File: config.mk
export PLATFORM = sky130hd
export DESIGN_NAME = ws2812_tx_sequencer
export DESIGN_NICKNAME = d
export VERILOG_FILES = /design/src/rtl/ws2812_tx_sequencer.sv
export SDC_FILE = /design/constraint.sdc
export NUM_CORES = 1
export LEC_CHECK = 0
export CORE_MARGIN = 2
export CORE_UTILIZATION = 55
export CTS_BUF_LIST = sky130_fd_sc_hd__clkbuf_4
export DETAILED_ROUTE_END_ITERATION = 8
export GPL_ROUTABILITY_DRIVEN = 0
export PLACE_DENSITY_LB_ADDON = 0.08
export SLEW_MARGIN = 20
export SYNTH_ARGS = -nofsm -noshare
export SYNTH_HDL_FRONTEND = slang
export SYNTH_SLANG_ARGS = --single-unit
export TNS_END_PERCENT = 100
File: constraint.sdc
create_clock -name clk -period 4.7 [get_ports clk]
set_clock_uncertainty 0.2 [all_clocks]
set_input_delay 0.94 -clock clk [delete_from_list [all_inputs] [get_ports clk]]
set_output_delay 0.94 -clock clk [all_outputs]
set_load 0.01 [all_outputs]
File: src/rtl/ws2812_tx_sequencer.sv
// ---------------------------------------------------------------------------
// ws2812_tx_sequencer
//
// Streams a frame of GRB pixels from an external pixel RAM onto a WS2812 LED
// strip. Each pixel is 24 bits long and is sent MSB first (G7 first, B0 last).
// Each bit period is TBIT clocks long. The line is high for T1H clocks for a
// "1" bit and for T0H clocks for a "0" bit. After the last bit the line is held
// low for TLATCH clocks, which latches the strip. One cycle of done is then
// pulsed.
//
// While the current pixel is being shifted out, the next pixel is fetched
// into a holding register. This keeps the bit periods back to back across
// pixel boundaries.
//
// Ports
//   clk          system clock; every register uses its rising edge
//   reset        synchronous, active-high reset
//   start        one-cycle request to send a frame
//   led_count    number of LEDs in the frame; sampled when start is accepted
//   pix_rd       one-cycle read strobe to the pixel RAM
//   pix_addr     pixel index being read; meaningful while pix_rd=1 and 0 otherwise
//   pix_data     GRB word returned by the RAM one cycle after pix_rd
//   busy         high from start acceptance through the done cycle
//   done         one-cycle pulse when the frame and its latch time are finished
//   ws2812_dout  registered serial line to the strip
// ---------------------------------------------------------------------------
module ws2812_tx_sequencer #(
  parameter int T0H    = 11,
  parameter int T1H    = 22,
  parameter int TBIT   = 34,
  parameter int TLATCH = 1500
) (
  input  logic        clk,
  input  logic        reset,
  input  logic        start,
  input  logic [7:0]  led_count,
  output logic        pix_rd,
  output logic [7:0]  pix_addr,
  input  logic [23:0] pix_data,
  output logic        busy,
  output logic        done,
  output logic        ws2812_dout
);

  // The counters are sized from their terminal values. Because T1H < TBIT,
  // the high-time limits also fit in the phase counter width.
  localparam int PW = $clog2(TBIT + 1);
  localparam int LW = $clog2(TLATCH + 1);

  localparam logic [PW-1:0] PH_LAST = PW'(TBIT - 1);
  localparam logic [PW-1:0] PH_T0H  = PW'(T0H);
  localparam logic [PW-1:0] PH_T1H  = PW'(T1H);
  localparam logic [LW-1:0] LT_LAST = LW'(TLATCH - 1);

  typedef enum logic [2:0] {
    IDLE,
    FETCH,
    WAIT_DATA,
    SEND,
    LATCH
  } state_t;

  state_t          state_reg, state_next;
  logic [PW-1:0]   phase_reg, phase_next;       // position inside the current bit
  logic [4:0]      bit_cnt_reg, bit_cnt_next;   // 23 down to 0 within a pixel
  logic [7:0]      index_reg, index_next;       // pixel currently on the line
  logic [7:0]      count_reg, count_next;       // frame length captured at start
  logic [23:0]     shift_reg, shift_next;       // bit [23] is the bit on the line
  logic [23:0]     hold_reg, hold_next;         // prefetched next pixel
  logic            hold_pend_reg, hold_pend_next;
  logic [LW-1:0]   latch_cnt_reg, latch_cnt_next;
  logic            dout_reg, dout_next;
  logic            zero_done_reg, zero_done_next;

  // Combinational helpers.
  logic            more_pixels;
  logic            bit_end;
  logic            prefetch;
  logic            latch_end;

  // Nine-bit compare, so the index+1 term cannot wrap when led_count=255.
  assign more_pixels = ({1'b0, index_reg} + 9'd1) < {1'b0, count_reg};
  assign bit_end     = (phase_reg == PH_LAST);
  assign latch_end   = (state_reg == LATCH) && (latch_cnt_reg == LT_LAST);

  // Next pixel is requested in the first cycle of bit 23 of the current pixel.
  // That cycle happens once per pixel, so the next pixel is read exactly once.
  assign prefetch = (state_reg == SEND) && (bit_cnt_reg == 5'd23) &&
                    (phase_reg == '0) && more_pixels;

  // pix_rd and pix_addr are decoded from state, so each read strobe lasts
  // exactly one cycle.
  always_comb begin
    pix_rd   = 1'b0;
    pix_addr = 8'd0;
    if (state_reg == FETCH) begin
      pix_rd   = 1'b1;
      pix_addr = index_reg;
    end else if (prefetch) begin
      pix_rd   = 1'b1;
      pix_addr = index_reg + 8'd1;
    end
  end

  assign busy        = (state_reg != IDLE);
  assign done        = latch_end | zero_done_reg;
  assign ws2812_dout = dout_reg;

  // Next-state and datapath logic.
  always_comb begin
    state_next     = state_reg;
    phase_next     = phase_reg;
    bit_cnt_next   = bit_cnt_reg;
    index_next     = index_reg;
    count_next     = count_reg;
    shift_next     = shift_reg;
    hold_next      = hold_reg;
    hold_pend_next = prefetch;
    latch_cnt_next = latch_cnt_reg;
    zero_done_next = 1'b0;
    dout_next      = 1'b0;

    // The RAM returns data one cycle after the prefetch strobe.
    if (hold_pend_reg) begin
      hold_next = pix_data;
    end

    case (state_reg)
      IDLE: begin
        if (start) begin
          if (led_count != 8'd0) begin
            count_next = led_count;
            index_next = 8'd0;
            state_next = FETCH;
          end else begin
            // An empty frame finishes immediately and never raises busy.
            zero_done_next = 1'b1;
          end
        end
      end

      FETCH: begin
        state_next = WAIT_DATA;
      end

      WAIT_DATA: begin
        shift_next   = pix_data;
        bit_cnt_next = 5'd23;
        phase_next   = '0;
        state_next   = SEND;
      end

      SEND: begin
        if (bit_end) begin
          phase_next = '0;
          if (bit_cnt_reg == 5'd0) begin
            if (more_pixels) begin
              // The next pixel starts immediately after the last bit, with no gap.
              index_next   = index_reg + 8'd1;
              shift_next   = hold_reg;
              bit_cnt_next = 5'd23;
            end else begin
              latch_cnt_next = '0;
              state_next     = LATCH;
            end
          end else begin
            shift_next   = {shift_reg[22:0], 1'b0};
            bit_cnt_next = bit_cnt_reg - 5'd1;
          end
        end else begin
          phase_next = phase_reg + PW'(1);
        end
      end

      LATCH: begin
        if (latch_cnt_reg == LT_LAST) begin
          state_next = IDLE;
        end else begin
          latch_cnt_next = latch_cnt_reg + LW'(1);
        end
      end

      default: begin
        state_next = IDLE;
      end
    endcase

    // dout_reg holds the value for the coming cycle. It is therefore computed
    // from the next phase and from the next bit on the line.
    if (state_next == SEND) begin
      dout_next = (phase_next < (shift_next[23] ? PH_T1H : PH_T0H));
    end
  end

  always_ff @(posedge clk) begin
    if (reset) begin
      state_reg     <= IDLE;
      phase_reg     <= '0;
      bit_cnt_reg   <= 5'd0;
      index_reg     <= 8'd0;
      count_reg     <= 8'd0;
      shift_reg     <= 24'd0;
      hold_reg      <= 24'd0;
      hold_pend_reg <= 1'b0;
      latch_cnt_reg <= '0;
      dout_reg      <= 1'b0;
      zero_done_reg <= 1'b0;
    end else begin
      state_reg     <= state_next;
      phase_reg     <= phase_next;
      bit_cnt_reg   <= bit_cnt_next;
      index_reg     <= index_next;
      count_reg     <= count_next;
      shift_reg     <= shift_next;
      hold_reg      <= hold_next;
      hold_pend_reg <= hold_pend_next;
      latch_cnt_reg <= latch_cnt_next;
      dout_reg      <= dout_next;
      zero_done_reg <= zero_done_next;
    end
  end

endmodule

==> impl_metrics.toml, run 1 <==
[outcome]
status = "completed"

[detailed_routing]
wl_mm = 11.6
wl_per_cell_um = 16.2
vias = 4344
drtIter0Drc = 249
viasPerCell = 6.04
dr.pass1.iters = 4
post-route-drc-count = 0
ant_nets = 0

[timing]
fmax_mhz = 217
rsz0062_at_grt = "yes"
layout_setup_ws_ps = 81.4
fin_crit_sh_pct = 98.3
fin_setup_tns_ps = 0
tightest_slew_ps = 757
slew_headroom_pct = 49.5
finalHoldWorstSlack_ps = 272
finalSetupViolCount = 0
finalHoldViolations = 0
fin_crit_ps = 4620
drv_slew = 0

[logic_synthesis]
async_flop_share_pct = 0
synth-edff-count = 0
synthDistinctLibCells = 66
synth.avg_cell_area_um2 = 8.56
ys_seq_elements = 92
syn_nets = 628
netlist_area_um2 = 4930
syn_inst = 576
ys_seq_area_share_pct = 37.4
ys_dominant_reg_cell = "dfxtp_1"
yosysWarningCount = 0

[final_layout]
fin_area_um2 = 5690
mostFrequentLayoutCells = "dfxtp_1 (86), nand2_1 (62), nor2_1 (52), clkdlybuf4s50_1 (42), inv_1 (37)"
drive_above_1_share_pct = 10.3
nets = 658
antenna_cells = 0
fillerInstances = 750
final_common_cell = "dfxtp_1"
area_growth_pct = 15.4

[grt]
grt_util_met2_pct = 40.5
top_usage_layer = "met2"
grt_pass1_wl_mm = 19.7
grt.met3_usage_pct = 5.74
use_met1_pct = 31.0
grt_max_degree = 74
overflow = 0
antenna_found_initial = 0
grt_pass1_vias = 4217
grt_use_total_pct = 24.2

[critical_path]
path_cells = "and3_1 -> nand3_1 -> xnor2_1 -> ha_1 -> and3_1 -> a221oi_4 -> o211ai_4 -> o31ai_2 -> a21o_1 -> clkdlybuf4s50_1"
crit_top_cell = "and3_1"
path_max_fanout = 6
cp-start-kind = "flip-flop"
critPathMaxStageDelay_ps = 530
required_ps = 3560
setup.worst_path.end_class = "primary output"
worstSetupPathType = "flip-flop to primary output"
cpMaxStageDelayCell = "clkdlybuf4s50_1"
critPathArrivalTime_ps = 3480

[pwr]
pwr-share-clk_pct = 32.3
power.switching_uw = 458
p_sw_share_pct = 28.8
p_seq_share_pct = 51.7
combPwrFrac_pct = 16.0
ir_worst_vdd_v = 0.000173
power_density_nw_per_um2 = 280
total_power_uw = 1590
p_leak_uw = 0.00203
cell_internal_pwr_uw = 1130

[clocking]
clock_sinks = 92
clkTransAtPathRegs_ps = 160
root_buffer = "clkbuf_4"
cts_buffers = 9
cts_hold_buf = 0
tritoncts = "done"
cts_buffer_depth = 2
ctsHtreeMaxLevel = 3
insertion_delay_ps = 450

[min_path]
hold_class = "flip-flop to flip-flop"

[floorplan]
die_height_um = 98.7
num_rows = 34
initial_utilization_pct = 56.5
die_x_um = 98.7
die_area_um2 = 9730
io-pin-count = 47
core_um2 = 8720

[placement]
dp_hpwl_mm = 7.64
pre_cts_ws_ps = 322
place_area_um2 = 5390
numPortBuffers = 46

[flow_run]
cap_viol_max_count = 0
metrics by stage:
stage	cells	util, %
after floorplan	576	-
after global placement	697	61.8
after detailed placement	697	61.8
after CTS	714	64.0
after global routing	719	65.2
final	719	65.2
worst paths after layout:
kind | from | endpoint | slack, ps | cells past startpoint
setup / recovery | index_reg[3] | pix_addr[6] | 80 | 10
hold / removal | count_reg[6] | count_reg[6] | 270 | 2
setup reg to reg | index_reg[3] | ws2812_dout | 620 | 15
hold reg to reg | count_reg[6] | count_reg[6] | 270 | 2
worst max-delay path, delay by kind of cell (launching register included):
kind / cells / cell delay, ps
buf+inv: 1 / 530
xor+xnor: 1 / 230
fa+ha+maj: 1 / 250
flops: 1 / 420
compound gates: 4 / 980
simple gates: 3 / 630
repair_timing:
action,in CTS,in global routing
endpoints found under the hold margin,0,0
endpoints found under the setup margin,9,9
buffers inserted,1,4
resized for setup,8,14
pin swaps,1,6
cloned,0,1
layer usage:
layer	share of wire, %	vias up
li1	-	2150
met1	45	2037
met2	48	139
met3	6.0	18
met4	1.8	0
met5	0	-
cells in the mapped netlist (2+ instances only):
cell	count	share of area (%)
o31ai_1	4	0.61
o2111ai_1	3	0.53
buf_4	3	0.46
or3_1	6	0.76
nor3b_1	2	0.30
nor3_1	7	0.71
nand3b_1	2	0.30
o21a_1	4	0.61
buf_1	4	0.30
a22oi_1	3	0.46
nand2_1	62	4.7
nor4_1	9	1.1
a22o_1	26	4.6
nand3_1	25	2.5
and3_1	5	0.63
ha_1	17	4.3
nor2_4	2	0.46
a31oi_1	3	0.38
mux2i_1	26	5.3
xor2_1	7	1.2
o21ai_0	12	1.2
buf_2	11	1.1
dfxtp_1	92	37
and3b_1	2	0.36
o211ai_1	8	1.2
a21oi_1	17	1.7
and2_1	7	0.89
nor2b_1	3	0.38
a21o_1	6	0.91
o311ai_0	21	3.7
xnor2_1	9	1.6
nor2_1	53	4.0
clkbuf_1	20	1.5
o311ai_1	2	0.36
buf_6	2	0.46
o211a_1	2	0.41
nand4_1	24	3.0
inv_1	37	2.8
area by class of cell:
type	count	area, um2	area share (%)
repair buffers	59	561	9.86
inverters	37	139	2.44
well taps	108	135	2.38
multi-input cells	407	2830	49.7
flip-flops and latches	92	1860	32.7
clock inverters	6	93.8	1.65
clock buffers	10	75.1	1.32
power groups by stage:
stage	Sequential, uW	Clock [uW]	Combinational, uW
floorplan	834	0	166
global placement	841	0	232
detailed placement	841	0	236
CTS	824	531	237
global route	827	559	276
finish	823	515	254
cell families (layout without fill, tap and decap cells):
family / count (synthesis) / after routing / synth area share, %
xor gates and xnor gates: 16 / 16 / 2.84
buffers and inverters: 78 / 112 / 6.78
adders and majority gates: 17 / 17 / 4.32
and+or+nand+nor: 221 / 221 / 22.8
muxes: 26 / 26 / 5.28
AOI/OAI and AO/OA: 126 / 127 / 20.6
DFF: 92 / 92 / 37.4
No activity file was read; power rests on OpenSTA's default activity.
==> run 2, diff against run 1 <==
- TNS_END_PERCENT: 100 -> default
==> results of run 2 <==
The final DEF is identical to that of run 1; final timing and power are the same.
==> run 3, diff against run 2 <==
- SETUP_SLACK_MARGIN: default -> 0.15
==> run 3 against run 2 <==
Net effect:
- total power up 1.3%
- clock-buffer cell count unchanged
- die area unchanged
- final area up 2.7%
==> impl_metrics.toml, run 3 (synthesis results as in run 1) <==
[outcome]
status = "completed"

[critical_path]
path_max_fanout = 7
critPathMaxStageDelay_ps = 530
worstSetupPathType = "flip-flop to primary output"
path_buf_inv = 3
required_ps = 3560
cpMaxStageDelayCell = "clkdlybuf4s50_1"
setup.worst_path.end_class = "primary output"
path_cells = "ha_4 -> inv_1 -> nor2_1 -> or2_2 -> ha_1 -> o21a_1 -> o211ai_1 -> buf_4 -> o211ai_4 -> nor2_4 -> a22o_1 -> clkdlybuf4s50_1"
cp-start-kind = "flip-flop"
critPathArrivalTime_ps = 3400
crit_family = "buffers and inverters"

[detailed_routing]
drtIter0Drc = 318
vias = 4503
post-route-drc-count = 0
dr.pass1.iters = 5
viasPerCell = 6.16
wl_per_cell_um = 17.0
wl_mm = 12.4
ant_nets = 0

[timing]
tightest_slew_ps = 752
drv_slew = 0
fin_crit_sh_pct = 96.7
rsz0062_at_grt = "yes"
fin_crit_ps = 4540
finalHoldWorstSlack_ps = 271
finalSetupViolCount = 0
finalHoldViolations = 0
fin_setup_tns_ps = 0
layout_setup_ws_ps = 156
fmax_mhz = 220
slew_headroom_pct = 49.8

[floorplan]
die_height_um = 98.7
core_um2 = 8720
die_x_um = 98.7
die_area_um2 = 9730
num_rows = 34
io-pin-count = 47
initial_utilization_pct = 56.5

[placement]
dp.cells = 697
numPortBuffers = 46
dp_hpwl_mm = 7.64
pre_cts_ws_ps = 322

[final_layout]
fillerInstances = 728
mostFrequentLayoutCells = "dfxtp_1 (85), nand2_1 (62), nor2_1 (52), inv_1 (37), clkdlybuf4s50_1 (37)"
antenna_cells = 0
final_common_cell = "dfxtp_1"
area_growth_pct = 18.5
final_cells = 731
nets = 670
drive_above_1_share_pct = 13.2

[clocking]
cts_buffers = 9
clkTransAtPathRegs_ps = 150
tritoncts = "done"
cts_buffer_depth = 2
insertion_delay_ps = 460
clock_sinks = 92
ctsHtreeMaxLevel = 3
cts_hold_buf = 0
root_buffer = "clkbuf_4"

[pwr]
power_density_nw_per_um2 = 276
ir_worst_vdd_v = 0.000173
p_leak_uw = 0.00219

[grt]
grt_pass1_vias = 4268
grt_util_met2_pct = 42.0
overflow = 0
top_usage_layer = "met2"
grt.met3_usage_pct = 5.82
use_met1_pct = 32.0
antenna_found_initial = 0
grt_max_degree = 74
grt_pass1_wl_mm = 20.2
grt_use_total_pct = 25.0

[min_path]
hold_class = "flip-flop to flip-flop"

[flow_run]
cap_viol_max_count = 0
-- run 3: cell types whose count changed in the layout (fill, tap and decap cells not counted), moves of 2 or more --
cell and change:
buf_4 +12, clkdlybuf4s50_1 -5, dfxtp_2 -3, dfxtp_4 +4
dlymetal6s2s_1 +4, xnor2_1 -2, xnor2_2 +2
-- run 3: path summary, 6_finish.rpt --
path	endpoint	start	depth (start not counted)	slack, ps
max	pix_addr[4]	index_reg[1]	12	160
min	count_reg[6]	count_reg[6]	2	270
max reg2reg	ws2812_dout	index_reg[1]	20	350
min reg2reg	count_reg[6]	count_reg[6]	2	270
-- run 3: layout make-up --
cell class                      instances  area [um2]  share of cell area (%)
Inverter                               37         139                    2.38
Clock buffer                           10        75.1                    1.29
Timing Repair Buffer                   71         659                    11.3
Sequential cell                        92        1870                    32.0
Tap cell                              108         135                    2.31
Multi-Input combinational cell        407        2870                    49.1
Clock inverter                          6        93.8                    1.61
-- run 3: worst register-to-register path: cells and delay by family, from the launching register on --
family	cells	cell delay, ps
AO/OA/AOI/OAI	7	1350
buffers and inverters	6	900
adder cells (fa/ha/maj)	3	800
AND/OR/NAND/NOR	4	670
flip-flops	1	400
-- run 3: per-stage QoR --
stage	total power, uW	util [%]	instance area (um2)
after floorplan	1000	-	4930
after global placement	1070	61.8	5390
after detailed placement	1080	61.8	5390
after CTS	1600	65.2	5680
after global routing	1680	66.9	5840
final	1610	66.9	5840
-- run 3: repair_timing --
action	CTS	global route
pin swaps	9	8
endpoints found under the setup margin	9	8
resized for setup	20	19
cloned	1	0
endpoints found under the hold margin	0	0
setup buffers	7	10
-- run 3: metal layers --
metal / vias to the layer above / share of wire [%]
met5: - / 0
met4: 0 / 2.4
met3: 29 / 6.3
met2: 163 / 48
met1: 2141 / 43
li1: 2170 / -
-- run 3: report_power, final --
part           switching (uW)  internal [uW]
Combinational             160            116
Clock                     288            229
Sequential               20.9            800
Total                     468           1140
